File: config.mk
export PLATFORM = sky130hd
export DESIGN_NAME = centipede_rom_loader
export DESIGN_NICKNAME = d
export VERILOG_FILES = /design/src/rtl/centipede_loader_pkg.sv /design/src/rtl/loader_addr_decode.sv /design/src/rtl/centipede_rom_loader.sv
export SDC_FILE = /design/constraint.sdc
export NUM_CORES = 1
export LEC_CHECK = 0
export ABC_CLOCK_PERIOD_IN_PS = 3200
export CAP_MARGIN = 20
export CORE_MARGIN = 2
export CORE_UTILIZATION = 45
export DETAILED_ROUTE_END_ITERATION = 10
export PLACE_DENSITY = 0.82
export RECOVER_POWER = 25
export SLEW_MARGIN = 20
export SYNTH_ARGS = -nofsm -noshare
export SYNTH_HDL_FRONTEND = slang
export SYNTH_HIERARCHICAL = 1
export SYNTH_SLANG_ARGS = --single-unit
File: constraint.sdc
create_clock -name clk_sys -period 3.2 [get_ports clk_sys]
set_clock_uncertainty 0.1 [all_clocks]
set_input_delay 0.32 -clock clk_sys [delete_from_list [all_inputs] [get_ports clk_sys]]
set_output_delay 0.32 -clock clk_sys [all_outputs]
set_load 0.005 [all_outputs]
File: src/rtl/centipede_loader_pkg.sv
// centipede_loader_pkg: shared FSM states, region bases and offset type for the Centipede ROM loader
package centipede_loader_pkg;
  localparam int PROG_SIZE_DEF = 8192;
  localparam int GFX_SIZE_DEF = 4096;
  localparam int PROG_BASE = 0;
  localparam int GFX_BASE = PROG_SIZE_DEF;
  typedef enum logic [2:0] {IDLE, LOAD, WRITE, RELEASE, RUN} loader_state_t;
  typedef logic [12:0] rom_off_t;
endpackage

File: src/rtl/loader_addr_decode.sv
// loader_addr_decode: splits a 25-bit image address into program/graphics region and region-relative offset
module loader_addr_decode
  import centipede_loader_pkg::*;
#(
  parameter int PROG_SIZE = PROG_SIZE_DEF,
  parameter int GFX_SIZE = GFX_SIZE_DEF
) (
  input  logic [24:0] addr,
  output logic        region_prog,
  output logic        region_gfx,
  output logic        out_of_range,
  output rom_off_t    offset
);
  localparam logic [24:0] GFX_LO = 25'(PROG_BASE + PROG_SIZE);
  localparam logic [24:0] GFX_HI = 25'(PROG_BASE + PROG_SIZE + GFX_SIZE);
  assign region_prog = addr < GFX_LO;
  assign region_gfx = !region_prog && addr < GFX_HI;
  assign out_of_range = !region_prog && !region_gfx;
  assign offset = rom_off_t'(region_gfx ? addr - GFX_LO : addr);
endmodule

File: src/rtl/centipede_rom_loader.sv
// centipede_rom_loader: feeds the ioctl download into the program/graphics ROM write port; ROM_LOADER_CHECKSUM_EN adds a byte checksum output
module centipede_rom_loader
  import centipede_loader_pkg::*;
#(
  parameter logic [7:0] ROM_INDEX = 8'h00,
  parameter int PROG_SIZE = PROG_SIZE_DEF,
  parameter int GFX_SIZE = GFX_SIZE_DEF,
  parameter int RESET_HOLD = 16
) (
  input  logic        clk_sys,
  input  logic        reset,
  input  logic        ioctl_download,
  input  logic        ioctl_wr,
  input  logic [24:0] ioctl_addr,
  input  logic [7:0]  ioctl_dout,
  input  logic [7:0]  ioctl_index,
  output logic        ioctl_wait,
  output logic        prog_we,
  output logic        gfx_we,
  output logic [12:0] rom_addr,
  output logic [7:0]  rom_data,
  input  logic        rom_ready,
  output logic        core_reset,
  output logic        loaded,
`ifdef ROM_LOADER_CHECKSUM_EN
  output logic [15:0] checksum,
`endif
  output logic        load_err
);
  localparam int CW = $clog2(RESET_HOLD + 1);
  loader_state_t state;
  logic [CW-1:0] cnt;
  logic active, active_q, region_prog, region_gfx, out_of_range;
  rom_off_t offset;
  assign active = ioctl_download && ioctl_index == ROM_INDEX;
  loader_addr_decode #(.PROG_SIZE(PROG_SIZE), .GFX_SIZE(GFX_SIZE)) u_dec (
    .addr(ioctl_addr),
    .region_prog(region_prog),
    .region_gfx(region_gfx),
    .out_of_range(out_of_range),
    .offset(offset)
  );
  // download sequencer: capture a byte, hold the write until the ROM takes it, then count out the core reset
  always_ff @(posedge clk_sys or posedge reset) begin
    if (reset) begin
      state <= IDLE;
      active_q <= 1'b0;
      cnt <= '0;
      ioctl_wait <= 1'b0;
      prog_we <= 1'b0;
      gfx_we <= 1'b0;
      rom_addr <= '0;
      rom_data <= '0;
      core_reset <= 1'b1;
      loaded <= 1'b0;
      load_err <= 1'b0;
`ifdef ROM_LOADER_CHECKSUM_EN
      checksum <= '0;
`endif
    end else begin
      active_q <= active;
      case (state)
        IDLE, RUN: if (active && !active_q) begin
          state <= LOAD;
          core_reset <= 1'b1;
          loaded <= 1'b0;
          load_err <= 1'b0;
`ifdef ROM_LOADER_CHECKSUM_EN
          checksum <= '0;
`endif
        end
        LOAD: if (!active) begin
          state <= RELEASE;
          cnt <= CW'(RESET_HOLD);
        end else if (ioctl_wr) begin
          if (out_of_range) load_err <= 1'b1;
          else begin
            rom_addr <= offset;
            rom_data <= ioctl_dout;
            prog_we <= region_prog;
            gfx_we <= region_gfx;
            ioctl_wait <= 1'b1;
            state <= WRITE;
          end
        end
        WRITE: begin
          if (ioctl_wr) load_err <= 1'b1;
          if (rom_ready) begin
            prog_we <= 1'b0;
            gfx_we <= 1'b0;
            ioctl_wait <= 1'b0;
            cnt <= CW'(RESET_HOLD);
            state <= active ? LOAD : RELEASE;
`ifdef ROM_LOADER_CHECKSUM_EN
            checksum <= checksum + 16'(rom_data);
`endif
          end
        end
        RELEASE: if (active) begin
          state <= LOAD;
          load_err <= 1'b0;
`ifdef ROM_LOADER_CHECKSUM_EN
          checksum <= '0;
`endif
        end else if (cnt == CW'(1)) begin
          core_reset <= 1'b0;
          loaded <= 1'b1;
          state <= RUN;
        end else cnt <= cnt - CW'(1);
        default: state <= IDLE;
      endcase
    end
  end
endmodule
==> results.yml <==
clock_network:
  clk_latency_ps: 280
  root_buffer: "clkbuf_8"
  cts_buffer_depth: 2
  cts_resized: 0
  postCtsSetupBuffers: 0
  numCtsBuffers: 5
  cts_sinks: 36
  cts_tree: "yes"
  h-tree-depth: 2
  clk_pin_slew_worst_paths_ps: 70
  hold_buffers: 0
power_and_ir_drop:
  finalPower_mw: 1.459
  p_leak_nw: 1.201
  ir_drop_uv: 257.0
  powerDensity_nw_per_um2: 549.4
route:
  firstDrtPassIters: 4
  first_iter_violations: 89
  wire_per_inst_um: 14.49
  vias: 1426
  vias_per_cell: 5.185
  ant_nets: 0
  drc: 0
  wirelength_mm: 3.986
worst_hold_path:
  min_path_type: "reg2reg"
  hp-start: "rom_data[6]"
critical_path:
  worstPathArrival_ps: 2990
  crit_path_end_kind: "register"
  crit_path_start_kind: "input pin"
  critical_path.reg2reg.startpoint: "state[0]"
  cp.required_ps: 3270
  crit_path_start: "ioctl_addr[23]"
  path_class: "in2reg"
  cp_max_fo: 24
finish:
  layout_commonest_cell: "clkdlybuf4s50_1"
  fin_cells: 275
  diodes: 0
  final_cell_area_um2: 2656
  nNetsFinal: 272
  area_growth_pct: 42.96
  layout-drive-gt1-share: 0.1467
  layout_common_cells: "clkdlybuf4s50_1, dfrtp_1, mux2_4, nor2_1, nand2_1"
grt:
  grt_pass1_vias: 1499
  grt_util_all_layers: 0.1943
  grt_pass1_wl_mm: 6.651
  grt_max_degree: 25
  gr-total-overflow: 0
  antenna_found_initial: 0
floorplanning:
  dieArea_um2: 4659
  die_x_um: 68.26
  fp.dieH_um: 68.26
  start_util: 0.4645
  core_area_um2: 4000
  ios: 73
  rows: 23
yosys:
  ys_seq_area_frac: 0.4855
  syn_nets: 210
  ys.flop_type: "dfrtp_1"
  yosysWarningCount: 6
  netlist_area_um2: 1858
  syn_inst: 162
  synth.distinct_cells: 47
  syn_area_per_cell_um2: 11.47
  ys_ff_latch: 36
  synthArstFlopShare: 1.000
  synth_edf_count: 0
timing:
  fmaxAchievable_ghz: 0.3424
  fin_crit_sh: 0.9128
  hold_slack_ps: 407.6
  worstMarginPinSlew_ps: 1017
  setup_viol: 0
  rsz0062_at_grt: "false"
  relSlewSlack: 0.3218
  finalHoldViolCount: 0
  min_period_ps: 2921
  tns_ps: 0
  slew_violations: 0
placement:
  post-place-cells: 267
  routabilityCongestion: 0.7636
  hpwlAfterDp_mm: 3.033
  place_area_um2: 2534
  portBuffers: 72
outcome:
  status: "completed"
flow_run:
  maxCapViolCount: 0
-- flip-flops by register name, indices dropped and copies added, names as in the netlist, 3 cells and up --
name and flops:
rom_addr 13, cnt 5, state 3, rom_data 8
-- final cells by class --
cell class	count	area [µm²]
fillers	298	1344
clock inverters	1	30.03
well taps	50	62.56
clock buffers	7	96.34
repair buffers	76	759.5
inverters	8	30.03
multi-input cells	97	775.7
flip-flops and latches	36	902.1
-- critical path: stages --
cell             delay, ps
clkdlybuf4s50_1        390
or4_1                  540
or4b_1                 540
nand2b_1               180
or4_1                  480
buf_12                 210
mux2_4                 310
-- logic make-up (layout without fill, tap and decap cells) --
kind of cell             after synthesis  in the layout  share of synthesized area
AO/OA/AOI/OAI                         26             26                    0.09698
multiplexers                          23             23                     0.1724
XOR/XNOR                               1              1                   0.004715
adder cells (fa/ha/maj)                2              2                    0.01347
buffers and inverters                 29             92                    0.09697
AND/OR/NAND/NOR                       45             45                     0.1300
flip-flops                            36             36                     0.4855
-- per-stage QoR --
stage	setup slack [ps]	utilization
floorplan	427.1	-
global placement	61.90	0.6334
detailed placement	0.01221	0.6334
CTS	290.1	0.6650
global route	196.7	0.6641
finish	279.1	0.6641
-- cells in the mapped netlist (2+ instances only) --
master    count  area (µm²)
dfrtp_1      35       875.8
a21oi_1       5       25.02
buf_4        14       105.1
o21ai_0       5       25.02
mux2i_1       2       20.02
nand3_1       4       20.02
clkbuf_1      5       18.77
nor3_1        6       30.03
nand2b_1      3       18.77
nor2b_1       3       18.77
ha_1          2       25.02
nor2_1        8       30.03
nand2_1       8       30.03
inv_1         7       26.28
mux2_4       17       255.2
or4_1         3       22.52
mux2_2        4       45.04
nor4_1        2       12.51
-- power breakdown --
group / total (mW) / switching [mW] / internal [mW] / leakage (nW)
clock network: 0.430 / 0.155 / 0.275 / 0.0645
registers: 0.600 / 0.0791 / 0.521 / 0.472
logic: 0.430 / 0.202 / 0.227 / 0.665
total: 1.46 / 0.436 / 1.02 / 1.20
-- worst paths after layout --
path                                     end  cells after the start  slack (ps)
worst max register to register   rom_data[6]                      4        1210
worst min register to register   rom_data[6]                      1         410
max in group asynchronous           active_q                      3        1180
worst max-delay path             rom_data[6]                      7         280
min in group asynchronous       rom_addr[10]                      2         470
worst min-delay path             rom_data[6]                      1         410
-- layer usage --
metal | up-vias | GRT usage | part of all wire
met5 | - | 0 | 0
met4 | 0 | 0.08750 | 0.011
met3 | 4 | 0.05099 | 0.057
met2 | 54 | 0.3289 | 0.52
met1 | 680 | 0.2306 | 0.41
li1 | 688 | - | -
No activity file was read; power rests on OpenSTA's default activity.
